$ cat src/rtl/uart_pkg.sv
// Shared types and defaults for the txuart byte arbiter.
package uart_pkg;
  localparam int NREQ_DEF         = 3;
  localparam int BUSY_TIMEOUT_DEF = 15;
  localparam int PTR_W            = 3;

  // txuart setup word: 8N1, clocks-per-baud for 115200 at 24 MHz
  localparam logic [30:0] TXUART_SETUP = 31'd208;

  typedef enum logic [1:0] {
    IDLE      = 2'd0,
    START     = 2'd1,
    WAIT_BUSY = 2'd2,
    WAIT_IDLE = 2'd3
  } arb_state_t;
endpackage

$ cat src/rtl/rr_pick.sv
// Round-robin picker: first asserted req at or after ptr, wrapping N-1 -> 0.
module rr_pick
  import uart_pkg::*;
#(
  parameter int N = NREQ_DEF
) (
  input  logic [N-1:0]     req,
  input  logic [PTR_W-1:0] ptr,
  output logic             any,
  output logic [PTR_W-1:0] idx
);
  logic [PTR_W:0] w_cand;

  // Walk offsets from farthest to nearest so the nearest hit wins.
  always_comb begin
    any    = 1'b0;
    idx    = '0;
    w_cand = '0;
    for (int off = N - 1; off >= 0; off--) begin
      w_cand = {1'b0, ptr} + (PTR_W + 1)'(off);
      if (w_cand >= (PTR_W + 1)'(N)) w_cand = w_cand - (PTR_W + 1)'(N);
      for (int i = 0; i < N; i++) begin
        if (w_cand == (PTR_W + 1)'(i) && req[i]) begin
          any = 1'b1;
          idx = PTR_W'(i);
        end
      end
    end
  end
endmodule

$ cat src/rtl/uart_tx_arbiter.sv
// Shares one txuart between NREQ byte requesters with round-robin arbitration
// and a bounded wait for the UART to acknowledge each strobe.
module uart_tx_arbiter
  import uart_pkg::*;
#(
  parameter int NREQ         = NREQ_DEF,
  parameter int BUSY_TIMEOUT = BUSY_TIMEOUT_DEF
) (
  input  logic              clk_24,
  input  logic              rst_n,
  input  logic [NREQ-1:0]   req_valid,
  input  logic [8*NREQ-1:0] req_data,
  output logic [NREQ-1:0]   req_ready,
  output logic              tx_stb,
  output logic [7:0]        tx_data,
  input  logic              tx_busy,
  output logic [2:0]        grant,
  output logic              timeout_err
);
  localparam logic [3:0] TO_LAST = 4'(BUSY_TIMEOUT - 1);

  arb_state_t       r_state, w_next;
  logic [PTR_W-1:0] r_ptr, r_grant, w_idx;
  logic [7:0]       r_data, w_sel;
  logic [3:0]       r_cnt;
  logic             r_to, w_any;

  rr_pick #(.N(NREQ)) u_pick (
    .req (req_valid),
    .ptr (r_ptr),
    .any (w_any),
    .idx (w_idx)
  );

  always_comb begin
    w_sel = '0;
    for (int i = 0; i < NREQ; i++)
      if (w_idx == PTR_W'(i)) w_sel = req_data[8*i +: 8];
  end

  always_comb begin
    w_next = r_state;
    unique case (r_state)
      IDLE:      if (w_any) w_next = START;
      START:     w_next = WAIT_BUSY;
      WAIT_BUSY: if (tx_busy) w_next = WAIT_IDLE;
                 else if (r_cnt == TO_LAST) w_next = IDLE;
      WAIT_IDLE: if (!tx_busy) w_next = IDLE;
      default:   w_next = IDLE;
    endcase
  end

  always_ff @(posedge clk_24) begin
    if (!rst_n) begin
      r_state <= IDLE;
      r_ptr   <= '0;
      r_grant <= '0;
      r_data  <= '0;
      r_cnt   <= '0;
      r_to    <= 1'b0;
    end else begin
      r_state <= w_next;
      r_to    <= 1'b0;
      case (r_state)
        IDLE: if (w_any) begin
          r_grant <= w_idx;
          r_data  <= w_sel;
          r_ptr   <= (w_idx == PTR_W'(NREQ - 1)) ? '0 : w_idx + 1'b1;
        end
        START: r_cnt <= '0;
        WAIT_BUSY: if (!tx_busy) begin
          if (r_cnt == TO_LAST) r_to <= 1'b1;
          else if (r_cnt != 4'hF) r_cnt <= r_cnt + 4'd1;
        end
        default: ;
      endcase
    end
  end

  // Gated by rst_n so a reset landing in START suppresses the strobe itself.
  assign tx_stb = (r_state == START) && rst_n;

  always_comb begin
    req_ready = '0;
    for (int i = 0; i < NREQ; i++)
      req_ready[i] = tx_stb && (r_grant == PTR_W'(i));
  end

  assign tx_data     = r_data;
  assign grant       = r_grant;
  assign timeout_err = r_to;
endmodule

$ cat config.mk
export PLATFORM = sky130hd
export DESIGN_NAME = uart_tx_arbiter
export DESIGN_NICKNAME = d
export VERILOG_FILES = /design/src/rtl/uart_pkg.sv /design/src/rtl/rr_pick.sv /design/src/rtl/uart_tx_arbiter.sv
export SDC_FILE = /design/constraint.sdc
export NUM_CORES = 1
export LEC_CHECK = 0
export BUFFER_PORTS_ARGS = -buffer_cell sky130_fd_sc_hd__buf_2
export CAP_MARGIN = 0
export CORE_MARGIN = 3
export CORE_UTILIZATION = 55
export CTS_CLUSTER_SIZE = 12
export DETAILED_ROUTE_END_ITERATION = 6
export PLACE_DENSITY = 0.83
export SYNTH_ARGS = -nofsm -noshare
export SYNTH_HDL_FRONTEND = slang
export SYNTH_SLANG_ARGS = --single-unit
$ cat constraint.sdc
create_clock -name clk_24 -period 6.85 [get_ports clk_24]
set_input_delay 1.0275 -clock clk_24 [delete_from_list [all_inputs] [get_ports clk_24]]
set_output_delay 1.0275 -clock clk_24 [all_outputs]
set_load 0.03 [all_outputs]
* Word level (Yosys, flattened, before mapping) *
Index checks and enable logic that the tools add are counted.

storage, ports and cells
  memory bits (read-only) = 0
  memories = 0
  bits in writable memories = 0
  latch bits = 0
  flip-flop bits (word level) = 21
  word-level logic and storage cells = 97

operators by class
  eq/ne operators = 21
  multiply operators = 0
  order comparisons = 3
  shift operators = 0
  bitwise gates (word level) = 2
  add/subtract/negate cells = 7
  reductions and logical operators = 24
  mux-type cells = 34
  div/mod/pow operators = 0

operator list
  kind                                                               count
  two-way mux 4 bit                                                  6
  two-way mux 8 bit                                                  3
  two-way mux 2 bit                                                  11
  logical AND 1 bit                                                  13
  equality test 4 x 1 -> 1 bit, second input constant                3
  equality test 4 x 2 -> 1 bit, second input constant                3
  logical NOT 4 bit                                                  3
  two-way mux 1 bit                                                  11
  greater-or-equal comparator 4 x 2 -> 1 bit, second input constant  2
  != test 2 bit, second input constant                               4
  case mux 2 bit (4 select lines)                                    1
  case mux 4 bit (2 select lines)                                    1
  subtractor 4 x 2 -> 4 bit, second input constant                   2
  equality test 3 x 1 -> 1 bit, second input constant                2
  equality test 3 x 2 -> 1 bit, second input constant                2
  logical NOT 3 bit                                                  2
  adder 3 x 1 -> 4 bit, second input constant                        1
  adder 3 x 2 -> 4 bit, second input constant                        1
  adder 4 x 1 -> 4 bit, second input constant                        1
  equality test 2 bit, second input constant                         2
  equality test 4 bit, second input constant                         1
  != test 4 bit, second input constant                               1
  AND reduction 4 bit                                                1
  subtractor 3 x 2 -> 4 bit, second input constant                   1
  12 further kinds                                                   13

* Depth between registers and ports, before layout *
  word-level depth = 17
  depth in mapped cells = 14
  depth with buffers taken out = 10

* Cells and area by module *
Synthesis repeated with hierarchy kept, for this count alone.

unflattened totals
  cells, all modules = 178
  area, all modules = 1599.0 um2

modules (own cells, without submodules)
  module           cells each  seq. area each (um2)  instances  area each (um2)
  uart_tx_arbiter  113         420.4                 1          1047.3
  rr_pick          65          0.0                   1          551.8

* Least setup slack after synthesis *
No wires, ideal clock.

  path type = input to output
  start = input rst_n
  end = output req_ready[0]
  slack = 3.630 ns
  required time = 5.822 ns
  stages on the path = 3
  arrival time = 2.192 ns
  path through = clkinv_1 or2_2 nor3_1

on the way
  word-level cells in the longest chain between the ends = 2

ends and longest elaborated chain
  what                RTL line               text
  start: declaration  uart_tx_arbiter.sv:10  input logic rst_n,
  logical AND 1 bit   uart_tx_arbiter.sv:81  assign tx_stb = (r_state == START) && rst_n;
  logical AND 1 bit   uart_tx_arbiter.sv:86  req_ready[i] = tx_stb && (r_grant == PTR_W'(i));
  end: declaration    uart_tx_arbiter.sv:13  output logic [NREQ-1:0] req_ready,

No other way between the ends.

* Worst setup path after layout *
  start = register r_ptr[0]
  end = register r_data[0], in the netlist tx_data[0]

on the way
  word-level cells in the longest chain between the ends = 17
  elaborated cells on any way between the ends = 53
  those cells by class = add/sub: 5; order compare: 3; eq/ne: 8; mux: 23; reduce/logical: 14

ends and longest elaborated chain
  what                                                                                     RTL line               text
  start: declaration                                                                       uart_tx_arbiter.sv:23  logic [PTR_W-1:0] r_ptr, r_grant, w_idx;
  start signal: assignment                                                                 uart_tx_arbiter.sv:68  r_ptr <= (w_idx == PTR_W'(NREQ - 1)) ? '0 : w_idx + 1'b1;
  adder 3 x 2 -> 4 bit                                                                     rr_pick.sv:20          w_cand = {1'b0, ptr} + (PTR_W + 1)'(off);
  subtractor 4 x 2 -> 4 bit or greater-or-equal comparator 4 x 2 -> 1 bit (tied branches)  rr_pick.sv:21          if (w_cand >= (PTR_W + 1)'(N)) w_cand = w_cand - (PTR_W + 1)'(N);
  two-way mux 4 bit                                                                        rr_pick.sv:21
  equality test 4 x 1 -> 1 bit                                                             rr_pick.sv:23          if (w_cand == (PTR_W + 1)'(i) && req[i]) begin
  logical AND 1 bit                                                                        rr_pick.sv:23
  two-way mux 1 bit                                                                        rr_pick.sv:23
  two-way mux 2 bit (7 in series)                                                          rr_pick.sv:23
  logical NOT 3 bit                                                                        uart_tx_arbiter.sv:38  if (w_idx == PTR_W'(i)) w_sel = req_data[8*i +: 8];
  two-way mux 8 bit (3 in series)                                                          uart_tx_arbiter.sv:38
  end signal: assignment                                                                   uart_tx_arbiter.sv:67  r_data <= w_sel;
  end: declaration                                                                         uart_tx_arbiter.sv:24  logic [7:0] r_data, w_sel;

Parallel ways exist; a longest one is shown, timed or not.
A chain may end at the register's enable or synchronous reset.

==> results.tsv <==
metric	value	unit
status	finished, final reports clean	
netlist_instances	201	
synth_edf_count	0	
r2r-start	r_ptr[0]$_SDFFE_PN0P_	
ant_nets	0	
skew	13.1	ps
grt_antenna_before_repair	0	
critPathMaxStageDelay	790	ps
worstPathMaxFanout	22	
coreArea	0.00285	mm2
vias	1629	
clkTransAtPathRegs	120	ps
hold_viol	0	
max-vdd-ir-drop	281	uV
p_total	787	uW
cts_buffers	3	
final_common_cell	buf_2	
synth.distinct_cells	56	
hold_class	flop to flop	
worst_pin_slew	691	ps
maxCapViolCount	0	
grt_pass1_vias	1493	
yosys_warnings	0	
firstDrtPassIters	5	
drv_slew	0	
netlist_area	0.00171	mm2
post_cts_buffers	0	
setup_violations	0	
htree_levels	1	
ys.flop_type	dfxtp_1	
cp-start-kind	flop	
antenna_cells	0	
clock_sinks	20	
hold-path-endpoint	r_state[0]$_SDFFE_PN0P_	
drive_above_1_share	0.273	
dieHeight	61.7	um
placed_area	0.00188	mm2
grt-ovfl-total	0	
min_from	r_state[1]$_SDFFE_PN0P_	
postSynthAreaPerCell	8.48	um2
cts_max_path_buffers	2	
end_kind	flop	
cp.required	7060	ps
start_util	0.598	
track_usage	0.222	
period_minus_slack	3610	ps
fin_setup_tns	0	ps
critPathKind	flop to flop	
drc	0	
synth_nets	242	
ios	46	
initialDrtViolationCount	57	
timing.rr.end	tx_data[0]$_SDFFE_PN0P_	
grt_pass1_wl	6.52	mm
fin_area	0.00191	mm2
slew_headroom	0.539	
cts_tree	built	
holdBufCountCts	0	
min_path_cells	2	
finalCritPeriodShare	0.527	
crit_top_cell	ha_1	
layout_common_cells	buf_2 (44), nand2_1 (21), dfxtp_1 (20)	
wl_per_cell	14.2	um
synthToLayoutAreaGrowth	12.3	%
port_buffers	44	
grt_max_degree	23	
grt_setup_unrepaired	false	
ff2ff_path_depth	10	
vias_per_cell	6.06	
timing.hold.ws	496	ps
die_w	61.7	um
cp.arrival	3820	ps
power.leakage	0.000881	uW
clkLatencyLatePin	310	ps
root_buffer	clkbuf_4	
core.rowCount	19	
nets	280	
path_cells	ha_1 -> inv_1 -> ha_1 -> or3b_1 -> a311oi_2 -> nor2_1 -> a31oi_1 -> o21a_1 -> o221ai_2 -> a32o_1	
max_clock_freq	277	MHz
critPathSlowestCell	dfxtp_1	
ys_ff_latch	20	
hpwl	2.94	mm
yosysSeqAreaShare	0.235	
cts-resized-gates	0	
async_flop_share	0	
globalplace.congestion	0.846	
dieArea	0.00381	mm2
totalWireLength	3.82	mm
reg2reg_slack	3240	ps
fin_util	0.671	
power_per_cell_area	411	mW/mm2
## worst max-delay path, delay by kind of cell (launching register included)
family | cells | cell delay, ps
buf+inv | 1 | 50
compound gates | 5 | 1520
flops | 1 | 790
fa+ha+maj | 2 | 680
simple gates | 2 | 480
## per-layer routing
layer / vias up / GRT usage / share of wire
li1: 818 / - / -
met1: 763 / 0.295 / 0.46
met2: 46 / 0.360 / 0.46
met3: 2 / 0.0671 / 0.069
met4: 0 / 0.0364 / 0.0037
met5: - / 0 / 0
## how the worst max path moves through the flow
stage | startpoint | end | slack, ps | cells past startpoint
final | r_ptr[0]$_SDFFE_PN0P_ | tx_data[0]$_SDFFE_PN0P_ | 3240 | 10
after global routing | r_ptr[0]$_SDFFE_PN0P_ | tx_data[0]$_SDFFE_PN0P_ | 3030 | 10
after CTS | r_ptr[0]$_SDFFE_PN0P_ | tx_data[0]$_SDFFE_PN0P_ | 3300 | 10
after detailed placement | r_ptr[0]$_SDFFE_PN0P_ | tx_data[0]$_SDFFE_PN0P_ | 3330 | 10
after global placement | r_ptr[0]$_SDFFE_PN0P_ | tx_data[5]$_SDFFE_PN0P_ | 3430 | 10
after floorplan | rst_n | req_ready[0] | 3630 | 3
## synth_stat cells (2+ instances only)
master | count | area [um2]
or3_1 | 2 | 12.5
a31oi_1 | 2 | 12.5
and3_1 | 7 | 43.8
o32ai_1 | 2 | 17.5
a2111oi_0 | 2 | 17.5
dfxtp_1 | 20 | 400
nand4_1 | 3 | 18.8
nor3_1 | 2 | 10.0
nand3_1 | 4 | 20.0
buf_2 | 3 | 15.0
nor2_1 | 12 | 45.0
a311oi_1 | 3 | 26.3
mux2i_1 | 5 | 50.1
or2b_1 | 2 | 15.0
nand3b_1 | 4 | 30.0
buf_6 | 2 | 22.5
or3b_1 | 2 | 17.5
xor2_1 | 4 | 35.0
a211oi_1 | 4 | 30.0
inv_1 | 14 | 52.6
nand2b_1 | 8 | 50.1
buf_4 | 4 | 30.0
nand2_2 | 2 | 12.5
a32o_1 | 7 | 70.1
o21a_1 | 7 | 52.6
o221ai_2 | 6 | 90.1
a21oi_1 | 8 | 40.0
and2_1 | 2 | 12.5
nand2_1 | 21 | 78.8
ha_1 | 11 | 138
## flip-flops by register name, summed over array words and instances (netlist names)
| name | flops |
|---|---|
| timeout_err | 1 |
| r_state | 2 |
| r_cnt | 4 |
| grant | 2 |
| tx_data | 8 |
| r_ptr | 3 |
## power breakdown
part | leakage (uW) | internal, uW | switching (uW) | total, uW
clock network | 0.0000210 | 32.5 | 37.8 | 70.2
registers | 0.000164 | 147 | 35.9 | 183
logic | 0.000697 | 219 | 315 | 534
## metrics by stage
step           instances  setup WS [ps]
5_1_grt              269           3030
4_1_cts              269           3300
2_1_floorplan        201           3630
3_3_place_gp         265           3430
6_report             269           3240
3_5_place_dp         265           3330
## cell type report
type / count / area [um2]
tap: 31 / 38.8
sequential: 20 / 400
inverter: 15 / 56.3
clock buffer: 4 / 36.3
multi-input combinational: 155 / 1160
timing repair buffer: 44 / 220
fill: 244 / 938
## kinds of logic (layout without fill, tap and decap cells)
kind of cell,after synthesis,after routing,share of synthesized area
xor gates and xnor gates,4,4,0.0205
buffers and inverters,26,63,0.0836
muxes,7,7,0.0426
other,1,1,0.00220
AOI/OAI and AO/OA,50,50,0.260
adders and majority gates,11,11,0.0807
DFF,20,20,0.235
and+or+nand+nor,82,82,0.276
Note: power is estimated with default switching activity, not from simulation.
